==> src/rtl/serial_add_ctrl_pkg.sv <==
// Shared state encodings, default operand width and counter sizing for the bit-serial adder.
package serial_add_ctrl_pkg;

  localparam int DEFAULT_WIDTH = 8;

  typedef enum logic [1:0] {
    IDLE = 2'b00,
    RUN  = 2'b01,
    DONE = 2'b10
  } state_t;

  // Bits needed to count 0..w inclusive without wrapping.
  function automatic int cntWidth(input int w);
    return $clog2(w + 1);
  endfunction

endpackage

==> src/rtl/serial_fa_cell.sv <==
// One-bit full adder shared by the serial adder, built from two half adders and an OR gate.
module serial_half_adder (
  input  logic i_a,
  input  logic i_b,
  output logic o_s,
  output logic o_c
);
  assign o_s = i_a ^ i_b;
  assign o_c = i_a & i_b;
endmodule

module serial_fa_cell (
  input  logic i_a,
  input  logic i_b,
  input  logic i_cin,
  output logic o_sum,
  output logic o_cout
);
  logic w_s1;
  logic w_c1;
  logic w_c2;

  serial_half_adder u_ha0 (.i_a(i_a),  .i_b(i_b),   .o_s(w_s1),  .o_c(w_c1));
  serial_half_adder u_ha1 (.i_a(w_s1), .i_b(i_cin), .o_s(o_sum), .o_c(w_c2));

  assign o_cout = w_c1 | w_c2;
endmodule

==> src/rtl/serial_add_ctrl.sv <==
// Bit-serial adder sequencer: IDLE/RUN/DONE control around one shared full-adder cell, LSB first.
// Defining SERIAL_ADD_OVF_EN adds the signed-overflow output OVF.
module serial_add_ctrl
  import serial_add_ctrl_pkg::*;
#(
  parameter int WIDTH = DEFAULT_WIDTH
) (
  input  logic             clk,
  input  logic             rst,
  input  logic             start,
  input  logic [WIDTH-1:0] A,
  input  logic [WIDTH-1:0] B,
  input  logic             Cin,
`ifdef SERIAL_ADD_OVF_EN
  output logic             OVF,
`endif
  output logic             ready,
  output logic             done,
  output logic [WIDTH-1:0] S,
  output logic             C
);

  localparam int CW = cntWidth(WIDTH);

  state_t           r_state;
  state_t           w_nextState;
  logic [WIDTH-1:0] r_a;
  logic [WIDTH-1:0] r_b;
  logic [WIDTH-1:0] r_sum;
  logic             r_carry;
  logic             r_cOut;
  logic [CW-1:0]    r_cnt;
  logic             w_sumBit;
  logic             w_carryOut;
  logic             w_lastBit;
  logic             w_accept;
`ifdef SERIAL_ADD_OVF_EN
  logic             r_ovf;
`endif

  serial_fa_cell u_cell (
    .i_a   (r_a[0]),
    .i_b   (r_b[0]),
    .i_cin (r_carry),
    .o_sum (w_sumBit),
    .o_cout(w_carryOut)
  );

  assign w_accept  = (r_state == IDLE) && start;
  assign w_lastBit = (r_cnt == CW'(WIDTH - 1));

  always_ff @(posedge clk or posedge rst) begin
    if (rst) r_state <= IDLE;
    else     r_state <= w_nextState;
  end

  always_comb begin
    w_nextState = r_state;
    ready       = 1'b0;
    done        = 1'b0;
    case (r_state)
      IDLE: begin
        ready = 1'b1;
        if (start) w_nextState = RUN;
      end
      RUN: begin
        if (w_lastBit) w_nextState = DONE;
      end
      DONE: begin
        done        = 1'b1;
        w_nextState = IDLE;
      end
      default: w_nextState = IDLE;
    endcase
  end

  // Result registers are loaded on the final RUN edge so they are already valid while done is high.
  always_ff @(posedge clk or posedge rst) begin
    if (rst) begin
      r_a     <= '0;
      r_b     <= '0;
      r_sum   <= '0;
      r_carry <= 1'b0;
      r_cOut  <= 1'b0;
      r_cnt   <= '0;
`ifdef SERIAL_ADD_OVF_EN
      r_ovf   <= 1'b0;
`endif
    end else if (w_accept) begin
      r_a     <= A;
      r_b     <= B;
      r_carry <= Cin;
      r_cOut  <= 1'b0;
      r_cnt   <= '0;
`ifdef SERIAL_ADD_OVF_EN
      r_ovf   <= 1'b0;
`endif
    end else if (r_state == RUN) begin
      r_sum   <= {w_sumBit, r_sum[WIDTH-1:1]};
      r_a     <= r_a >> 1;
      r_b     <= r_b >> 1;
      r_carry <= w_carryOut;
      r_cnt   <= r_cnt + CW'(1);
      if (w_lastBit) begin
        r_cOut <= w_carryOut;
`ifdef SERIAL_ADD_OVF_EN
        r_ovf  <= r_carry ^ w_carryOut;
`endif
      end
    end
  end

  assign S = r_sum;
  assign C = r_cOut;
`ifdef SERIAL_ADD_OVF_EN
  assign OVF = r_ovf;
`endif

endmodule

==> config.mk <==
export PLATFORM = sky130hd
export DESIGN_NAME = serial_add_ctrl
export DESIGN_NICKNAME = d
export VERILOG_FILES = /design/src/rtl/serial_add_ctrl_pkg.sv /design/src/rtl/serial_fa_cell.sv /design/src/rtl/serial_add_ctrl.sv
export SDC_FILE = /design/constraint.sdc
export NUM_CORES = 1
export LEC_CHECK = 0
export CAP_MARGIN = 20
export CORE_UTILIZATION = 52
export DETAILED_ROUTE_END_ITERATION = 10
export GPL_TIMING_DRIVEN = 1
export PLACE_DENSITY = 0.82
export SLEW_MARGIN = 20
export SYNTH_ARGS = -nofsm -noshare
export SYNTH_HDL_FRONTEND = slang
export SYNTH_SLANG_ARGS = --single-unit
==> constraint.sdc <==
create_clock -name clk -period 2.4 [get_ports clk]
set_input_delay 0.24 -clock clk [delete_from_list [all_inputs] [get_ports clk]]
set_output_delay 0.24 -clock clk [all_outputs]
set_load 0.005 [all_outputs]
; ---- Yosys cells after proc, flatten, opt, wreduce, memory -nomap -nowiden
; Cells that the tools add are included.
[classes]
n_reduce_logical = 7
bitwise = 6
muxes = 16
n_eq_ne = 5
addsub = 1
[ops]
columns = cell, n
row1 = $mux 8, 4
row2 = $mux 4, 2
row3 = $mux 1, 7
row4 = $reduce_and 2->1, 3
row5 = $add 4x1->4 const B, 1
row6 = $eq 4x3->1 const B, 1
row7 = $mux 2, 2
row8 = $ne 2x2->1 const B, 2
row9 = $pmux 2 s2, 1
row10 = $reduce_bool 2->1, 2
row11 = $and 1x1->1, 2
row12 = $eq 2x1->1 const B, 1
row13 = $eq 2x2->1 const B, 1
row14 = $logic_not 2->1, 1
row15 = $xor 1x1->1, 2
row16 = $logic_and 1x1->1, 1
row17 = $not 1->1, 1
row18 = $or 1x1->1, 1
[totals]
wordCells = 42
in_bits = 20
regBits = 32

; ---- Depth between registers and ports, before layout
; Gate-level depths: netlist of the first run.
[depth]
depth_word = 6
ltp_mapped = 5
depth_no_buf = 4

; ---- Hierarchy
; From an unflattened synthesis of the first run, not the netlist that was laid out.
[unflattened]
hier_cells = 145
hier_area_um2 = 1386.3
[by_module_without_submodules]
columns = module, cells_each, seq_area_each_um2, instances, area_per_inst_um2
row1 = serial_add_ctrl, 142, 800.8, 1, 1355.0
row2 = serial_half_adder, 1, 0.0, 2, 12.5
row3 = serial_fa_cell, 1, 0.0, 1, 6.3

; ---- Least setup slack after synthesis of the first run
; OpenSTA, ideal clock, no wires.
[synth_timing]
path_type = register -> register
start = register r_state[0]
end = register r_a[0]
required_ns = 2.276
stages_incl_launch_ff = 6
path_buffers = 2
setup_slack_ns = 1.226
synth_period_minus_slack_ns = 1.174
arrival_ns = 1.050
cell_sequence = dfrtp_1 nor2b_1 buf_2 buf_4 a22oi_1 nand2_1
[synth_between]
elab_chain_len = 3
word_cells_on_any_way = 5
classes_between = eq/ne: 1 / mux: 1 / reduce/logical: 3
[synth_lines]
columns = element, line
row1 = "start, declared", serial_add_ctrl.sv:25  ; state_t r_state;
row2 = "start signal, assigned", serial_add_ctrl.sv:54  ; else r_state <= w_nextState;
row3 = $logic_not 2->1, serial_add_ctrl.sv:49  ; assign w_accept = (r_state == IDLE) && start;
row4 = $logic_and 1x1->1, serial_add_ctrl.sv:49
row5 = $mux 8 or $reduce_bool 2->1 (tied branches), n/a
row6 = "end signal, assigned", serial_add_ctrl.sv:100  ; r_a <= r_a >> 1;
row7 = "end, declared", serial_add_ctrl.sv:27  ; logic [WIDTH-1:0] r_a;
; Parallel ways exist; a longest one is shown, timed or not.
; A chain may end at the register's enable or synchronous reset.

; ---- Worst setup path in the final report of the first run
[layout_timing]
start = register r_state[0]
end = output done
[layout_between]
elab_chain_len = 2
[layout_lines]
columns = element, line
row1 = $eq 2x2->1, serial_add_ctrl.sv:61  ; case (r_state)
row2 = $mux 1, serial_add_ctrl.sv:61
row3 = "end, declared", serial_add_ctrl.sv:18  ; output logic done,
; Every way passes these cells.

==> run metrics, run 1 <==
status finished, final reports clean; cts hold-fix bufs 0; Post-DP HPWL 1850 um; Starting Density 55.2%; Slew headroom 54.1%; Worst-path clk slew 100 ps; Crit path max-delay family buffers and inverters; achievable clock frequency 587 MHz; I/O pin cnt 31; antenna violations before repair 0; worst path arrival time 1460 ps; clk_lat worst skew 330 ps; Crit Reg-Reg Endpoint r_cnt[2]$_DFFE_PP0P_; Slew Limit Fails 0; Setup Total Neg Slack 0 ps; Routed WL per cell 13.0 um; vias 1094; post-CTS sizing 0; Post-Synthesis Cells 141; Core Rows 18; Yosys reg bits 32; final worst slack 697 ps; DRT iter0 DRCs 15; die area 0.00284 sq mm; pin count of the biggest net entering global routing 33; Mapped Nets 163; Post CTS Setup Buffer Count 0; Final Hold Viols 0; fin nets 197; Die Y 53.3 um; first-pass iteration count of the detailed router 4; first-pass GRT wire length 4170 um; Clock Root Buffer clkbuf_4; post-synthesis sequential area ratio 58.6%; CORE AREA 0.00248 sq mm; PwrDens 1170 mW/mm^2; layout cells sized above 1 7.39%; Port-buffer cells 30; Antenna diodes 0; largest family of logic cells by synthesized area simple AND/OR/NAND/NOR gates; Avg Cell Area, Syn 9.69 sq um; clock sink count 32; leak pwr 0.873 nW; post-synth cell types 22; H-tree depth 2; XOR/XNOR Fraction of Synth Area 0%; Die X 53.3 um; vias in the first global route 999; RR Startpoint r_state[0]$_DFFE_PP0P_; post-synthesis mux area share 0.733%; max cap viols 0; TritonCTS clock tree done; synth-to-layout area growth 29.6%; Crit Path Class reg2out; Crit. End Element primary output; Max VDD drop 0.856 mV; critical-path cell list nor2b_1 -> clkdlybuf4s50_1; worst slew pin tran 688 ps; post-synth top area cell dfrtp_1; Synth Area in Simple Gates 22.9%; Cell Area, Synth 0.00137 sq mm; Critical Path Start Type flop; RSZ-0062 raised after global routing false; ANT nets after route 0; R2R setup slack 960 ps; drt drc 0; Final setup viols 0; Yosys warnings 0; Total Routing Usage GR 21.4%; R2R depth 3; critical path's slowest cell clkdlybuf4s50_1; Place WS 738 ps; Num CTS Buffers 5; CP max FO 7; CTS max path bufs 2; global route overflow 0; Largest stage delay, worst path 520 ps; top cells by area, synth dfrtp_1, nand2_1, a22oi_1; GP Congestion 0.708; Setup Skew 11.9 ps; Period Utilization, post-route 71.0%; Layout Utilization 71.5%; Post-Route WL 2680 um; Bufs and invs on worst path 1; Adder-Cell Fraction of Synth Area 2.38%; Tmin final 1700 ps; Synth Area in Compound Gates 12.2%; Crit path required time 2160 ps; Synth top area share 58.6%; Avg Vias per Cell 5.31; hold crit path type in2async
-- power breakdown --
part           switching (mW)  total (mW)  internal (mW)
combinational           0.383       0.754          0.371
sequential              0.163       0.928          0.765
clock                   0.179       0.397          0.218
total                   0.725        2.08           1.35
-- worst min-delay path, cell delays in order --
cell	delay, ps
clkdlybuf4s50_1	400
inv_1	50
buf_4	350
-- synth_stat cells --
| library cell | count |
|---|---|
| a21o_1 | 2 |
| a22oi_1 | 14 |
| buf_2 | 5 |
| buf_4 | 2 |
| dfrtp_1 | 32 |
| fa_1 | 1 |
| ha_1 | 1 |
| inv_1 | 1 |
| mux2i_1 | 1 |
| nand2_1 | 63 |
| nand2b_1 | 2 |
| nand3_1 | 2 |
| nand3b_1 | 1 |
| nand4_1 | 1 |
| nor2_1 | 2 |
| nor2b_1 | 2 |
| nor3b_1 | 1 |
| nor3b_2 | 1 |
| o211ai_1 | 1 |
| o21ai_0 | 4 |
| o21bai_1 | 1 |
| o21bai_2 | 1 |
-- sequential cells by signal, indices dropped and copies added (netlist names) --
register and cells:
r_b 8, r_state 2, C 1, r_carry 1, r_a 8, S 8
r_cnt 4
-- metal layers --
metal	vias to the layer above	share of wire [%]	global-route usage, %
li1	533	-	-
met1	525	45	23.4
met2	32	49	38.1
met3	4	4.4	6.03
met4	0	1.2	9.21
met5	-	0	0
-- cells in the final DEF (no fill, tap or decap) --
master / n
nor3b_2: 1
nor2b_1: 2
a21o_1: 2
fa_1: 1
o21bai_1: 1
clkdlybuf4s50_1: 30
o21bai_2: 1
nand3b_1: 1
nand4_1: 1
inv_1: 1
clkbuf_1: 1
nand3_1: 2
clkbuf_4: 5
clkinv_2: 1
dfrtp_1: 32
nand2b_1: 2
o211ai_1: 1
a22oi_1: 14
nor2_1: 2
bufinv_16: 1
o21ai_0: 4
nor3b_1: 1
buf_4: 4
mux2i_1: 1
nand2_1: 63
ha_1: 1
-- logic make-up after synthesis --
kind of cell               Yosys count
AOI/OAI and AO/OA                   23
muxes                                1
DFF                                 32
adders and majority gates            2
buffers and inverters                8
and+or+nand+nor                     75
-- area by class of cell --
| cell class | count | area [sq um] |
|---|---|---|
| clock buffer | 6 | 41.3 |
| inverter | 1 | 3.75 |
| tap | 30 | 37.5 |
| timing repair buffer | 34 | 330 |
| sequential | 32 | 801 |
| multi-input combinational | 101 | 522 |
| fill | 204 | 707 |
| clock inverter | 2 | 35.0 |
-- per-stage QoR --
step,std cells,instance area (sq um),hold WS [ps],power (mW)
detailed placement,198,1690,462,1.70
global placement,198,1690,461,1.64
CTS,206,1770,295,2.09
floorplan,141,1370,356,1.39
finish,206,1770,285,2.08
global route,206,1770,322,2.23
-- worst max path at each step --
stage	startpoint	to	slack (ps)	depth (start not counted)
detailed placement	start	r_cnt[2]$_DFFE_PP0P_	740	4
global route	r_state[0]$_DFFE_PP0P_	done	600	2
floorplan	r_state[0]$_DFFE_PP0P_	r_a[0]$_DFFE_PP0P_	1230	5
finish	r_state[0]$_DFFE_PP0P_	done	700	2
CTS	r_state[0]$_DFFE_PP0P_	done	670	2
global placement	start	r_cnt[2]$_DFFE_PP0P_	780	4
Note: power is estimated with default switching activity, not from simulation.
==> run 2, diff against run 1 <==
Settings changed: CORE_UTILIZATION 52 to 49, PLACE_DENSITY 0.82 to 0.78.
Clock period 2.4 ns to 1.75 ns, I/O delays scaled along.
==> run metrics, run 2 (same netlist as run 1, synthesis figures left out) <==
Crit path required time 1570 ps (was 2160 ps); Routed WL per cell 13.1 um (was 13.0 um); CP max FO 7 (unchanged); fin nets 199 (was 197); Die X 54.8 um (was 53.3 um); Post CTS Setup Buffer Count 0 (unchanged); cts hold-fix bufs 0 (unchanged); GP Congestion 0.693 (was 0.708); Total Routing Usage GR 21.6% (was 21.4%); Crit. End Element primary output (unchanged); Largest stage delay, worst path 500 ps (was 520 ps); max cap viols 0 (unchanged); I/O pin cnt 31 (unchanged); Num CTS Buffers 5 (unchanged); Starting Density 53.7% (was 55.2%); layout cells sized above 1 7.87% (was 7.39%); synth-to-layout area growth 29.4% (was 29.6%); TritonCTS clock tree done (unchanged); critical-path cell list nor2b_1 -> clkdlybuf4s50_1 (unchanged); ANT nets after route 0 (unchanged); worst path arrival time 1410 ps (was 1460 ps); Setup Skew 4.68 ps (was 11.9 ps); Final setup viols 0 (unchanged); DRT iter0 DRCs 15 (unchanged); Die Y 54.8 um (was 53.3 um); Slew headroom 63.3% (was 54.1%); Avg Vias per Cell 5.25 (was 5.31); vias in the first global route 1021 (was 999); Post-DP HPWL 1910 um (was 1850 um); Period Utilization, post-route 90.8%; overall power 2.75 mW (was 2.08 mW); R2R depth 4 (was 3); Clock Root Buffer clkbuf_4 (unchanged); die area 0.00300 sq mm (was 0.00284 sq mm); leak pwr 0.873 nW (about the same); Port-buffer cells 30 (unchanged); worst slew pin tran 550 ps (was 688 ps); achievable clock frequency 629 MHz; RSZ-0062 raised after global routing false (unchanged); Worst-path clk slew 90 ps (was 100 ps); first-pass GRT wire length 4370 um (was 4170 um); Final Hold Viols 0 (unchanged); commonest cells after routing, fill and taps aside nand2_1, dfrtp_1, clkdlybuf4s50_1 (unchanged); status finished, final reports clean (unchanged); CTS max path bufs 2 (unchanged); Tmin final 1590 ps; Post-Route WL 2720 um (was 2680 um); Setup Total Neg Slack 0 ps (unchanged); pin count of the biggest net entering global routing 33 (unchanged); critical path's slowest cell clkdlybuf4s50_1 (unchanged); Crit Path Class reg2out (unchanged); Critical Path Start Type flop (unchanged); vias 1092 (was 1094); H-tree depth 2 (unchanged); clock sink count 32 (unchanged); Max VDD drop 1.01 mV (was 0.856 mV); hold crit path type in2async (unchanged); post-CTS sizing 0 (unchanged); clk_lat worst skew 320 ps (was 330 ps); PwrDens 1550 mW/mm^2 (was 1170 mW/mm^2); global route overflow 0 (unchanged); drt drc 0 (unchanged); antenna violations before repair 0 (unchanged); commonest non-fill, non-tap cell in the layout nand2_1 (unchanged); Core Rows 18 (unchanged); first-pass iteration count of the detailed router 4 (unchanged); Antenna diodes 0 (unchanged); Slew Limit Fails 0 (unchanged); CORE AREA 0.00254 sq mm (was 0.00248 sq mm)
[run 2: cell count changes in the layout (fill, tap and decap cells not counted), sizes merged]
cell    delta
buf        +2
clkinv     -1
bufinv     -1
clkbuf     +2
[run 2: critical path, delay by kind of cell, from the launching register on]
kind | cells | cell delay, ps
buffers and inverters | 1 | 500
flip-flops | 1 | 460
AND/OR/NAND/NOR | 1 | 130
[run 2: final timing paths]
kind / from / end / slack (ps)
setup reg to reg: r_state[0]$_DFFE_PP0P_ / C$_DFFE_PP0P_ / 340
setup / recovery: r_state[0]$_DFFE_PP0P_ / done / 160
min in group clk: Cin / r_carry$_DFFE_PP0P_ / 410
max in group asynchronous: rst / r_cnt[1]$_DFFE_PP0P_ / 1240
hold reg to reg: r_b[1]$_DFFE_PP0P_ / r_b[1]$_DFFE_PP0P_ / 480
hold / removal: rst / S[6]$_DFFE_PP0P_ / 220
[run 2: where the power goes]
group          internal, mW  switching, mW  total, mW
Sequential             1.05          0.219       1.27
Clock                 0.198          0.228      0.426
Combinational         0.529          0.525       1.05
[run 2: final cells by class]
cell class / count / area, sq um
sequential: 32 / 801
fill: 222 / 777
multi-input combinational: 101 / 522
timing repair buffer: 36 / 345
clock buffer: 8 / 58.8
tap: 30 / 37.5
inverter: 1 / 3.75
[run 2: layer usage]
metal	share of wire (%)	global-route usage (%)	vias up
li1	-	-	539
met1	43	24.2	508
met2	48	36.9	37
met3	6.2	7.50	8
met4	2.5	8.97	0
met5	0	0	-
[run 2: stage by stage]
step	worst slack, ps	cells	hold slack [ps]	instance area, sq um	utilization (%)
after floorplan	576	141	291	1370	-
after CTS	145	208	231	1770	69.5
after global placement	351	200	453	1710	67.2
final	161	208	225	1770	69.5
after detailed placement	336	200	463	1710	67.2
after global routing	64.1	208	307	1770	69.5
==> run 3, diff against run 2 <==
Settings changed: REMOVE_ABC_BUFFERS set to 1.
==> run metrics, run 3 (same netlist as run 1, synthesis figures left out) <==
I/O pin cnt 31 (unchanged); RSZ-0062 raised after global routing false (unchanged); critical-path cell list nor2b_1 -> clkdlybuf4s50_1 (unchanged); drt drc 0 (unchanged); hold crit path type in2async (unchanged); DRT iter0 DRCs 15 (unchanged); global route overflow 0 (unchanged); Max VDD drop 0.966 mV (was 1.01 mV); Core Rows 18 (unchanged); Largest stage delay, worst path 510 ps (was 500 ps); fin area 0.00177 sq mm (about the same); leak pwr 0.878 nW (was 0.873 nW); first-pass iteration count of the detailed router 4 (unchanged); Post-Route WL 2650 um (was 2720 um); TritonCTS clock tree done (unchanged); Final Hold Viols 0 (unchanged); worst path arrival time 1450 ps (was 1410 ps); Crit path depth 2 (unchanged); final std cells w/o fill 208 (unchanged); Port-buffer cells 30 (unchanged); CTS max path bufs 2 (unchanged); CP max FO 7 (unchanged); max cap viols 0 (unchanged); Crit path max-delay family buffers and inverters (unchanged); vias 1106 (was 1092); area post-placement 0.00171 sq mm (unchanged); first-pass GRT wire length 4060 um (was 4370 um); Period Utilization, post-route 93.0% (was 90.8%); RR Startpoint r_state[0]$_DFFE_PP0P_ (unchanged); Layout Utilization 69.6% (was 69.5%); Final setup viols 0 (unchanged); filler instances 206 (was 222); die area 0.00300 sq mm (unchanged); commonest cells after routing, fill and taps aside nand2_1, dfrtp_1, clkdlybuf4s50_1 (unchanged); commonest non-fill, non-tap cell in the layout nand2_1 (unchanged); status finished, final reports clean (unchanged); vias in the first global route 1027 (was 1021); layout cells sized above 1 8.99% (was 7.87%); Slew Limit Fails 0 (unchanged); worst slew pin tran 543 ps (was 550 ps); Crit Path Class reg2out (unchanged); Total Routing Usage GR 20.0% (was 21.6%); Clock Root Buffer clkbuf_4 (unchanged); achievable clock frequency 614 MHz (was 629 MHz); Post-DP HPWL 1890 um (was 1910 um); clk_lat worst skew 330 ps (was 320 ps); Worst-path clk slew 100 ps (was 90 ps); GP Congestion 0.706 (was 0.693); cts hold-fix bufs 0 (unchanged); pin count of the biggest net entering global routing 33 (unchanged); Num CTS Buffers 5 (unchanged); Bufs and invs on worst path 1 (unchanged); post-CTS sizing 0 (unchanged); H-tree depth 2 (unchanged); ANT nets after route 0 (unchanged); Routed WL per cell 12.7 um (was 13.1 um); Starting Density 53.7% (unchanged); clock sink count 32 (unchanged); Setup Skew 5.10 ps (was 4.68 ps); placed insts 200 (unchanged); antenna violations before repair 0 (unchanged); Die X 54.8 um (unchanged); Post CTS Setup Buffer Count 0 (unchanged); crit path from r_state[0]$_DFFE_PP0P_ (unchanged); PwrDens 1550 mW/mm^2 (about the same); synth-to-layout area growth 29.6% (was 29.4%); WHS 218 ps (was 225 ps); Slew headroom 63.8% (was 63.3%); fin nets 199 (unchanged); Crit path required time 1570 ps (about the same); Antenna diodes 0 (unchanged); Avg Vias per Cell 5.32 (was 5.25); Die Y 54.8 um (unchanged); CORE AREA 0.00254 sq mm (unchanged); Tmin final 1630 ps (was 1590 ps); critical path's slowest cell clkdlybuf4s50_1 (unchanged); Crit. End Element primary output (unchanged); Critical Path Start Type flop (unchanged); R2R depth 4 (unchanged)
run 3: cell type report:
| cell class | count | area (sq um) | area share (%) |
|---|---|---|---|
| Sequential cell | 32 | 801 | 45.2 |
| Multi-Input combinational cell | 101 | 522 | 29.5 |
| Timing Repair Buffer | 36 | 345 | 19.5 |
| Clock buffer | 6 | 51.3 | 2.90 |
| Tap cell | 30 | 37.5 | 2.12 |
| Clock inverter | 2 | 10.0 | 0.565 |
| Inverter | 1 | 3.75 | 0.212 |
run 3: final timing paths:
path                                             end  slack, ps
worst max-delay path                            done        120
max in group asynchronous           S[0]$_DFFE_PP0P_       1250
worst min register to register  r_cnt[3]$_DFFE_PP0P_        480
worst max register to register   r_carry$_DFFE_PP0P_        410
worst min-delay path              r_a[6]$_DFFE_PP0P_        220
min in group clk                  r_b[7]$_DFFE_PP0P_        400
run 3: per-stage QoR:
stage / setup slack [ps] / power, mW / TNS [ps]
after floorplan: -83.8 / 1.84 / -108
after global placement: 351 / 2.28 / 0
after detailed placement: 278 / 2.34 / 0
after CTS: 99.5 / 2.78 / 0
after global routing: 54.2 / 2.99 / 0
final: 123 / 2.75 / 0
run 3: per-layer routing:
layer,track usage (%),share of wire [%],wire length (um),vias to the layer above
li1,-,-,-,540
met1,21.0,43,1140,520
met2,35.7,51,1340,42
met3,5.83,5.2,139,4
met4,10.3,1.3,34,0
met5,0,0,0,-
run 3: tightest hold or removal path, cell delays in order:
cell,delay [ps]
clkdlybuf4s50_1,400
inv_1,50
buf_4,350
run 3: where the power goes:
part           leakage [nW]  internal (mW)  total (mW)  switching (mW)
combinational         0.428          0.530        1.05           0.515
sequential            0.412           1.05        1.27           0.216
clock                0.0380          0.191       0.439           0.248
==> RTL change: new RTL, flow settings as in run 2 <==
Encoding of `state_t`: now one-hot (3 bits for 3 states).
--- a/src/rtl/serial_add_ctrl_pkg.sv
+++ b/src/rtl/serial_add_ctrl_pkg.sv
@@ -3,10 +3,10 @@
 
   localparam int DEFAULT_WIDTH = 8;
 
-  typedef enum logic [1:0] {
-    IDLE = 2'b00,
-    RUN  = 2'b01,
-    DONE = 2'b10
+  typedef enum logic [2:0] {
+    IDLE = 3'b001,
+    RUN  = 3'b010,
+    DONE = 3'b100
   } state_t;
 
   // Bits needed to count 0..w inclusive without wrapping.
Function: same outputs for any inputs over 10 cycles, from zero or initial values and one cycle with rst high; not proved beyond that.
==> RTL change against run 2 <==
  * Routed wire length increased by 8.7%
  * Hold slack got worse by 0.0047 ns
  * Total power fell by 0.28%
  * Critical path type is now flip-flop to flip-flop
  * Sequential cell count grew 1
  * Cell area is 4.9% higher
  * Synthesized area rose by 5.3%
  * Setup slack improved by 0.055 ns
==> RTL change: results (changes against run 2) <==
Post-synth EDFFs: 0 (unchanged)
initial antenna violation count: 0 (unchanged)
Netlist cell types: 24 (+9.1%)
Slew @ Worst Pin: 0.3957 ns (-0.1543 ns)
Final setup viols: 0 (unchanged)
Via density: 5.610 (+6.8%)
worst slack, placed: 0.1714 ns (-0.1645 ns)
Lkg Pwr: 0.0008741 uW (+0.16%)
Port Buffers: 30 (unchanged)
Pre-antenna DRT Iters: 4 (unchanged)
Clock transition at path regs: 0.10 ns
clock skew: 0.009360 ns (+0.004681 ns)
ant diodes: 0 (unchanged)
Worst IR Drop VDD: 1.092 mV (+7.7%)
main area contributors after synthesis: dfrtp_1 56%, nand2_1 11%, a22oi_1 7.8%
worst skew pair latency: 0.34 ns (+0.02 ns)
Synth async-reset ratio: 100.0% (unchanged)
WL/cell: 14.08 um (+7.6%)
Post-DP HPWL: 2004 um (+5.1%)
post-synthesis sequential area ratio: 57.48% (-1.1 points)
outcome: complete, no violations
syn nets: 166 (+1.8%)
largest net degree at the start of global routing: 34 (+3.0%)
dpl cells: 201 (+0.50%)
CP Data Arrival Time: 1.81 ns (+0.40 ns)
DRC violations left: 0 (unchanged)
H-tree lvl count: 2 (unchanged)
Clock Tree Buf Depth: 2 (unchanged)
Sw Ratio: 35.24% (-0.097 points)
fraction of layout cells with a size suffix above 1: 10.06% (+2.2 points)
Slew Limit Fails: 0 (unchanged)
dominant synthesized flop cell: dfrtp_1
CTS Buf Count: 5 (unchanged)
Filler Cells Inserted: 239 (+7.7%)
DP Area: 1793 um2 (+4.9%)
DR vias: 1,178 (+7.9%)
vias in the first global route: 1,143 (+12%)
Yosys Warn Count: 0 (unchanged)
Post-synth top cells: 42 x nand2_1, 32 x dfrtp_1, 16 x nand3_1
CTS root buffer: clkbuf_4
DR iter-0 viols: 38 (+23)
Global Route Usage Sum: 20.75% (-0.88 points)
routability-driven placement congestion ratio: 0.6954 (+0.29%)
first-pass GRT wire length: 4968 um (+14%)
Max FO, Critical Path: 8 (+1)
worst hold path type: input port to async pin
syn_area_per_cell: 9.992 um2 (+3.1%)
## RTL change: cell type report
cell class	instances	area [um2]	share of cell area (%)
clock buffers	8	48.80	2.632
flip-flops and latches	33	829.5	44.74
well taps	31	38.79	2.092
repair buffers	37	362.8	19.57
multi-input cells	99	566.8	30.57
inverters	2	7.507	0.4049
## RTL change: power by group through the flow
stage | clock [uW] | sequential [uW] | combinational, uW
2_1_floorplan | 0 | 1250 | 640
3_3_place_gp | 0 | 1290 | 989
3_5_place_dp | 0 | 1310 | 1030
4_1_cts | 419 | 1280 | 1060
5_1_grt | 449 | 1320 | 1180
6_report | 411 | 1290 | 1040
## RTL change: logic make-up (layout without fill, tap and decap cells)
group	Yosys count	in the layout	synth area share, %
mux	1	1	0.6957
flops	33	33	57.48
simple gates	73	73	24.43
xor+xnor	2	2	1.218
compound gates	21	21	10.43
fa+ha+maj	2	2	2.261
buf+inv	12	47	3.478
## RTL change: what timing repair did
| action | in CTS | in global routing |
|---|---|---|
| endpoints found under the setup margin | 1 | 0 |
| setup buffers | 1 | 0 |
| resized for setup | 5 | 0 |
## RTL change: worst paths after layout
check / depth (start not counted) / slack, ns / endpoint / from
setup reg to reg: 4 / 0.22 / r_cnt[3] / r_state[0]
max in group asynchronous: 3 / 1.19 / r_state[0] / rst
min in group clk: 3 / 0.43 / r_b[3] / B[3]
setup / recovery: 4 / 0.22 / r_cnt[3] / r_state[0]
hold reg to reg: 2 / 0.49 / S[0] / S[0]
hold / removal: 3 / 0.22 / r_cnt[2] / rst
## RTL change: metal layers
metal  GRT usage, %  routed length, um
met4          8.711                 65
met3          6.977                176
met5              0                  0
met2          34.69               1423
met1          24.35               1291
## RTL change: critical path: stages, from the launching register on
cell and delay [ns]:
dfstp_2 0.37, buf_4 0.15, or3b_1 0.44, or3_1 0.37, a21oi_1 0.14
